==> src/rtl/tv_recorder.sv <==
`default_nettype none
// ============================================================================
// Module      : tv_recorder
// Description : Captures one vector word per qualified cycle into on-chip
//               storage, then replays the words in capture order over a
//               valid/ready stream.
// Revision    : 1.0 - initial release
// ============================================================================
module tv_recorder #(
    parameter int VEC_W  = 4,
    parameter int DEPTH  = 16,
    parameter int ADDR_W = 4
) (
    input  logic              clk,
    input  logic              reset,
    input  logic              start,
    input  logic              stop,
    input  logic              vec_valid,
    input  logic [VEC_W-1:0]  vec_in,
    input  logic              dump,
    input  logic              out_ready,
    output logic              out_valid,
    output logic [VEC_W-1:0]  out_vec,
    output logic              out_last,
    output logic              busy,
    output logic              full,
    output logic [ADDR_W:0]   count
);

    typedef enum logic [1:0] {
        ST_IDLE   = 2'd0,
        ST_RECORD = 2'd1,
        ST_DUMP   = 2'd2
    } state_t;

    localparam logic [ADDR_W:0]   c_depth     = (ADDR_W+1)'(DEPTH);
    localparam logic [ADDR_W:0]   c_last_slot = (ADDR_W+1)'(DEPTH - 1);
    localparam logic [ADDR_W:0]   c_one       = (ADDR_W+1)'(1);
    localparam logic [ADDR_W-1:0] c_addr_zero = '0;

    state_t            r_state;
    logic [ADDR_W:0]   r_count;
    logic [ADDR_W-1:0] r_wptr;
    logic [ADDR_W-1:0] r_rptr;
    logic              r_out_valid;
    logic [VEC_W-1:0]  r_out_vec;
    logic              r_out_last;
    logic              r_busy;
    logic              r_full;
    logic [VEC_W-1:0]  r_mem [DEPTH];

    logic              w_wr;
    logic              w_fill_last;
    logic [ADDR_W-1:0] w_rptr_inc;
    logic [ADDR_W:0]   w_last_idx;

    // A restart in the same cycle discards the word; a full store drops it.
    assign w_fill_last = (r_count == c_last_slot);
    assign w_wr        = (r_state == ST_RECORD) && !start && vec_valid && (r_count != c_depth);
    assign w_rptr_inc  = r_rptr + 1'b1;
    assign w_last_idx  = r_count - c_one;

    // Storage is deliberately not reset; count==0 marks it empty.
    always_ff @(posedge clk) begin
        if (w_wr) begin
            r_mem[r_wptr] <= vec_in;
        end
    end

    always_ff @(posedge clk or negedge reset) begin
        if (!reset) begin
            r_state     <= ST_IDLE;
            r_count     <= '0;
            r_wptr      <= '0;
            r_rptr      <= '0;
            r_out_valid <= 1'b0;
            r_out_vec   <= '0;
            r_out_last  <= 1'b0;
            r_busy      <= 1'b0;
            r_full      <= 1'b0;
        end else begin
            case (r_state)
                ST_IDLE: begin
                    if (start) begin
                        r_count <= '0;
                        r_wptr  <= '0;
                        r_full  <= 1'b0;
                        r_state <= ST_RECORD;
                        r_busy  <= 1'b1;
                    end else if (dump && (r_count != '0)) begin
                        // First word is presented on the cycle after entry.
                        r_rptr      <= '0;
                        r_out_valid <= 1'b1;
                        r_out_vec   <= r_mem[c_addr_zero];
                        r_out_last  <= (r_count == c_one);
                        r_state     <= ST_DUMP;
                        r_busy      <= 1'b1;
                    end
                end

                ST_RECORD: begin
                    if (start) begin
                        r_count <= '0;
                        r_wptr  <= '0;
                        r_full  <= 1'b0;
                    end else begin
                        if (w_wr) begin
                            // Hold wptr on the final slot so it never wraps.
                            r_wptr  <= w_fill_last ? r_wptr : (r_wptr + 1'b1);
                            r_count <= r_count + c_one;
                            r_full  <= w_fill_last;
                        end
                        if (stop || (w_wr && w_fill_last)) begin
                            r_state <= ST_IDLE;
                            r_busy  <= 1'b0;
                        end
                    end
                end

                ST_DUMP: begin
                    if (r_out_valid && out_ready) begin
                        if (r_out_last) begin
                            r_out_valid <= 1'b0;
                            r_out_last  <= 1'b0;
                            r_state     <= ST_IDLE;
                            r_busy      <= 1'b0;
                        end else begin
                            r_rptr     <= w_rptr_inc;
                            r_out_vec  <= r_mem[w_rptr_inc];
                            r_out_last <= ({1'b0, w_rptr_inc} == w_last_idx);
                        end
                    end
                end

                default: begin
                    r_state <= ST_IDLE;
                    r_busy  <= 1'b0;
                end
            endcase
        end
    end

    assign out_valid = r_out_valid;
    assign out_vec   = r_out_vec;
    assign out_last  = r_out_last;
    assign busy      = r_busy;
    assign full      = r_full;
    assign count     = r_count;

endmodule
`default_nettype wire

==> config.mk <==
export PLATFORM = sky130hd
export DESIGN_NAME = tv_recorder
export DESIGN_NICKNAME = d
export VERILOG_FILES = /design/src/rtl/tv_recorder.sv
export SDC_FILE = /design/constraint.sdc
export NUM_CORES = 1
export LEC_CHECK = 0
export CORE_UTILIZATION = 45
export DETAILED_ROUTE_END_ITERATION = 10
export DONT_BUFFER_PORTS = 1
export PLACE_DENSITY = 0.59
export SYNTH_ARGS = -nofsm -noshare
export SYNTH_HDL_FRONTEND = slang
export SYNTH_SLANG_ARGS = --single-unit
==> constraint.sdc <==
create_clock -name clk -period 5.02 [get_ports clk]
set_input_delay 0.502 -clock clk [delete_from_list [all_inputs] [get_ports clk]]
set_output_delay 0.502 -clock clk [all_outputs]
set_load 0.05 [all_outputs]
### Yosys cells after proc, flatten, opt, wreduce, memory -nomap -nowiden

Memory sizes are Yosys's and may differ from the RTL's.
Cells that the tools add are included.

| cells by class | value |
|---|---|
| add/subtract/negate cells | 4 |
| equal/unequal tests | 17 |
| muxes and demuxes | 46 |
| reduce and logical (&&, ||, !) cells | 18 |

Operators with widths:

| kind | number |
|---|---|
| $mux 4 | 12 |
| $pmux 4 s2 | 3 |
| $mux 1 | 16 |
| $mux 5 | 3 |
| $reduce_and 5->1 | 3 |
| $ne 2x2->1 const B | 7 |
| $mux 2 | 6 |
| $pmux 5 s2 | 1 |
| $ne 3x3->1 const B | 3 |
| $add 4x1->4 const B | 2 |
| $reduce_and 4->1 | 2 |
| $logic_and 1x1->1 | 6 |
| $pmux 1 s2 | 3 |
| $pmux 2 s3 | 1 |
| $add 5x1->5 const B | 1 |
| $eq 4x5->1 | 1 |
| $eq 5x1->1 const B | 1 |
| $eq 5x4->1 const B | 1 |
| $ne 5x5->1 const B | 1 |
| $reduce_bool 5->1 | 1 |
| $sub 5x1->5 const B | 1 |
| $reduce_bool 2->1 | 2 |
| $pmux 1 s3 | 1 |
| $reduce_and 3->1 | 1 |
| other kinds (6) | 6 |

| storage, ports and cells | value |
|---|---|
| register bits after elaboration | 23 |
| bits in writable memories | 64 |
| input bits | 11 |
| output and inout port bits | 13 |
| memories | 1 |

Memories:

| name | words | bits a word | rd ports | clocked after Yosys merged registers in | write ports | RTL line | RTL |
|---|---|---|---|---|---|---|---|
| r_mem | 16 | 4 | 2 | 0 | 1 | 50 | `logic [VEC_W-1:0] r_mem [DEPTH];` |

### Depth between registers and ports, before layout

| logic depth | value |
|---|---|
| depth in word-level cells | 9 |
| depth in mapped cells | 8 |
| mapped depth without buffers | 7 |

### Least setup slack after synthesis

OpenSTA, ideal clock, no wires.

| path | value |
|---|---|
| path type | register to register |
| start point | register r_count[0] (netlist: count[0]) |
| end point | register r_rptr[3] |
| arrival time | 2334 ps |
| slack | 2561 ps |
| cell stages (with the launch flop) | 7 |
| buffers on the path | 0 |
| cells stage by stage | dfrtp_1 -> inv_1 -> ha_1 -> nor4b_1 -> or4b_1 -> a21oi_2 -> mux2_2 |

| on the way | value |
|---|---|
| cells in the longest elaborated chain, start to end | 4 |

Ends and longest elaborated chain:

| item | RTL line | RTL |
|---|---|---|
| start: declaration | 42 | `logic [ADDR_W:0] r_count;` |
| start signal: assignment | 110 | `r_count <= r_count + c_one;` |
| $reduce_bool 5->1 | 90 | `end else if (dump && (r_count != '0)) begin` |
| $logic_and 1x1->1 | 90 |  |
| $ne 2x2->1 (no source line) | -- |  |
| $reduce_and 5->1 (no source line) | -- |  |
| end signal: assignment | 128 | `r_rptr <= w_rptr_inc;` |
| end: declaration | 44 | `logic [ADDR_W-1:0] r_rptr;` |

Every way passes these cells.
A chain may end at the register's enable or synchronous reset.

### Worst setup path in the final report

| path | value |
|---|---|
| start point | register r_count[0] (netlist: count[0]) |
| end point | memory r_mem[0][1], enable pin |

| on the way | value |
|---|---|
| cells in the longest elaborated chain, start to end | 4 |

Ends and longest elaborated chain:

| item | RTL line | RTL |
|---|---|---|
| $ne 5x5->1 | 59 | `assign w_wr = (r_state == ST_RECORD) && !start && vec_valid && (r_count != c_depth);` |
| $logic_and 1x1->1 | 59 |  |
| $mux 1 | 65 | `if (w_wr) begin` |
| $mux 1 (not written as such) | 66 | `r_mem[r_wptr] <= vec_in;` |
| end: declaration | 50 |  |

Every way passes these cells.

==> summary.md <==
| Metric | Value |
|---|---|
| Routed len/inst | `19.8 um` |
| Die Ht | `95.9 um` |
| Setup TNS | `0 ns` |
| Rows | `33` |
| # setup viols final | `0` |
| Pwr per Cell Area | `378 nW/um^2` |
| # Post-CTS Setup Buffers | `0` |
| Critical R2R Launch | `count[0]` |
| Final non-filler cell total | `approximately 390` |
| Most frequent cells in the layout | `edfxtp_1, nor2_1, dfrtp_1` |
| Worst path arrival time | `between 3 and 4 ns` |
| Status | `complete, no violations` |
| CTS tree | `yes` |
| Crit-path slowest cell | `dfrtp_1` |
| Seq pwr share | `59.1%` |
| Fmax | `319 MHz` |
| Sw power | `between 0.0004 and 0.0005 W` |
| Mapped Area | `3970 um^2` |
| Yosys reg bits | `87` |
| Buf+Inv Stages, Crit Path | `1` |
| Number of port buffers | `0` |
| Synth Flop Type | `edfxtp_1` |
| Dpl cells | `368` |
| Pin count of the biggest net entering global routing | `24` |
| Startpoint types | `flop` |
| Post-Synthesis Mean Instance Area | `14.4 um^2` |
| Slew Viols, Final | `0` |
| Cts hold-fix bufs | `1` |
| Layout cells sized above 1 | `11.4%` |
| Yosys warning count | `0` |
| Worst R2R End | `r_mem[0][1]` |
| Iteration-0 DRC Markers | `approximately 110` |
| R2r setup slk | `1.88 ns` |
| Cells after Synth | `275` |
| GR Overflow Total | `0` |
| Final ANT Viol Nets | `0` |
| Global-route wire length before repair | `12000 um` |
| Gate power share | `11.4%` |
| CP cell instances | `inv_1 > ha_1 > nand4bb_1 > nand3_1 > nor2_1 > nand2_1 > nor3_1` |
| CP required | `5.01 ns` |
| Reg2reg path depth | `7` |
| Clk Tree Root Cell | `clkbuf_8` |
| DP HPWL | `5290 um` |
| Pre-CTS WS | `1.89 ns` |
| Routability cong. | `0.779` |
| DIE AREA | `slightly above 9000 um^2` |
| Fill cells | `709` |
| Min-Delay Startpoint | `vec_in[2]` |
| Multi-input logic area | `1360 um^2` |
| Initial core utilization | `47.4%` |
| Max Cap Violations | `0` |
| DR vias | `2247` |
| Post-cts sizing count | `0` |
| Clock power share | `29.5%` |
| Initial antenna violation count | `0` |
| Switching part of the total power | `29.8%` |
| DRC | `0` |
| Fin util | `50.4%` |
| DRT Wirelength | `7630 um` |
| Skew final | `0.00873 ns` |
| Worst path top cell family by delay | `simple AND/OR/NAND/NOR gates` |
| Setup CP Type | `reg -> reg` |
| Clock sinks | `87` |
| Minimum clock period after layout | `3.14 ns` |
| CTS Buf Count | `9` |
| Relative slew slack | `29.5%` |
| Setup WS post-layout | `1.88 ns` |
| Vias per cell | `5.84` |
| Max FO, Critical Path | `16` |
| H-tree lvl count | `3` |
| Seq. cell area | `2500 um^2` |
| Ports | `24` |
| VDD IR-drop max | `around 140 uV` |
| FFs w/ async S/R, synth | `26.4%` |
| Leak Pwr | `1.43 nW` |
| Final period utilization | `between 60 and 70%` |
| Hold WC Path Type | `in -> reg` |
| Vias in the first global route | `2162` |
| Int Power | `0.00112 W` |
| Drt pass-1 iters | `4` |
| Worst-Margin Slew | `1.05 ns` |
| Final layout net count | `about 300` |
| Die width | `95.9 um` |
| Area of the core | `about 8400 um^2` |
| Ant. Diodes | `0` |
| Hold Path Cell Cnt | `0` |
| Clk_lat worst skew | `~0.35 ns` |
| Max stage delay on crit path | `approximately 0.80 ns` |
| Hold EP | `r_mem[2][2]` |
| Post-synth EDFFs | `64` |
| Yosys cell types | `between 40 and 50` |
| Final hold vios | `0` |
| Commonest non-fill, non-tap cell in the layout | `edfxtp_1` |
| Clock tree buffer depth | `2` |
| Post-synthesis sequential area ratio | `62.9%` |
| Worst setup EP type | `flop` |
| Post-Syn Nets | `296` |
| Clock-pin slew on the worst setup and hold paths | `0.09 ns` |
| GRT Total Usage | `around a fifth` |
| P&R area growth vs syn | `6.46%` |
| RSZ-0062 raised after global routing | `false` |
[sequential cells by signal, indices dropped and copies added, names as in the netlist]
register,count
r_rptr,4
r_wptr,4
r_state,2
out_vec,4
busy,1
r_mem,64
out_valid,1
out_last,1
count,5
full,1
[kinds of logic (layout without fill, tap and decap cells)]
kind of cell | count (synthesis) | after routing | synth area share, %
multiplexers | 23 | 23 | 12.4
buffers and inverters | 23 | 28 | 2.96
XOR/XNOR | 13 | 13 | 3.25
flip-flops | 87 | 87 | 62.9
AO/OA/AOI/OAI | 24 | 24 | 3.78
AND/OR/NAND/NOR | 95 | 95 | 11.6
adder cells (fa/ha/maj) | 10 | 10 | 3.15
[cell usage after synthesis (5+ instances only)]
cell type | n | area (um^2)
mux4_2 | 13 | 293
inv_1 | 9 | 33.8
nor2b_1 | 5 | 31.3
nand3_1 | 18 | 90.1
a21oi_1 | 5 | 25.0
nand2_1 | 20 | 75.1
nor2_1 | 26 | 97.6
xnor2_1 | 9 | 78.8
clkbuf_1 | 5 | 18.8
edfxtp_1 | 64 | 1920
ha_1 | 10 | 125
nor3_1 | 11 | 55.1
a31oi_1 | 5 | 31.3
mux4_1 | 6 | 158
dfrtp_1 | 23 | 576
[per-stage QoR]
stage          total power [W]  instance area, um^2  hold WS, ns
3_5_place_dp           0.00114                 4030        0.207
5_1_grt                0.00167                 4230        0.217
4_1_cts                0.00161                 4230        0.229
2_1_floorplan          0.00109                 3970        0.206
3_3_place_gp           0.00114                 4030        0.207
6_report               0.00160                 4230        0.242
[layout make-up]
cell class	instances	share of cell area [%]
multi-input combinational	165	32.1
inverter	10	0.888
sequential	87	59.1
clock inverter	6	1.42
clock buffer	10	3.02
tap	105	3.11
timing repair buffer	2	0.414
[how the worst max path moves through the flow]
stage	from	endpoint	slack, ns	cells past startpoint
floorplan	count[0]	r_rptr[3]	2.56	6
global placement	count[0]	r_mem[0][2]	1.98	7
detailed placement	count[0]	r_mem[0][0]	1.89	7
CTS	count[0]	r_mem[0][1]	1.87	7
global route	count[0]	r_mem[0][1]	1.64	7
finish	count[0]	r_mem[0][1]	1.88	7
[layer usage]
metal | track usage (%) | vias up | share of wire, %
li1 | - | 1036 | -
met1 | 26.7 | 1157 | 49
met2 | 28.0 | 48 | 46
met3 | 4.27 | 6 | 4.2
met4 | 6.59 | 0 | 1.3
met5 | 0 | - | 0
[power by group through the flow]
stage	sequential [W]	combinational, W	clock, W
2_1_floorplan	0.000949	0.000146	0
3_3_place_gp	0.000960	0.000179	0
3_5_place_dp	0.000961	0.000181	0
4_1_cts	0.000945	0.000186	0.000479
5_1_grt	0.000953	0.000202	0.000511
6_report	0.000944	0.000182	0.000471
No activity file was read; power rests on OpenSTA's default activity.
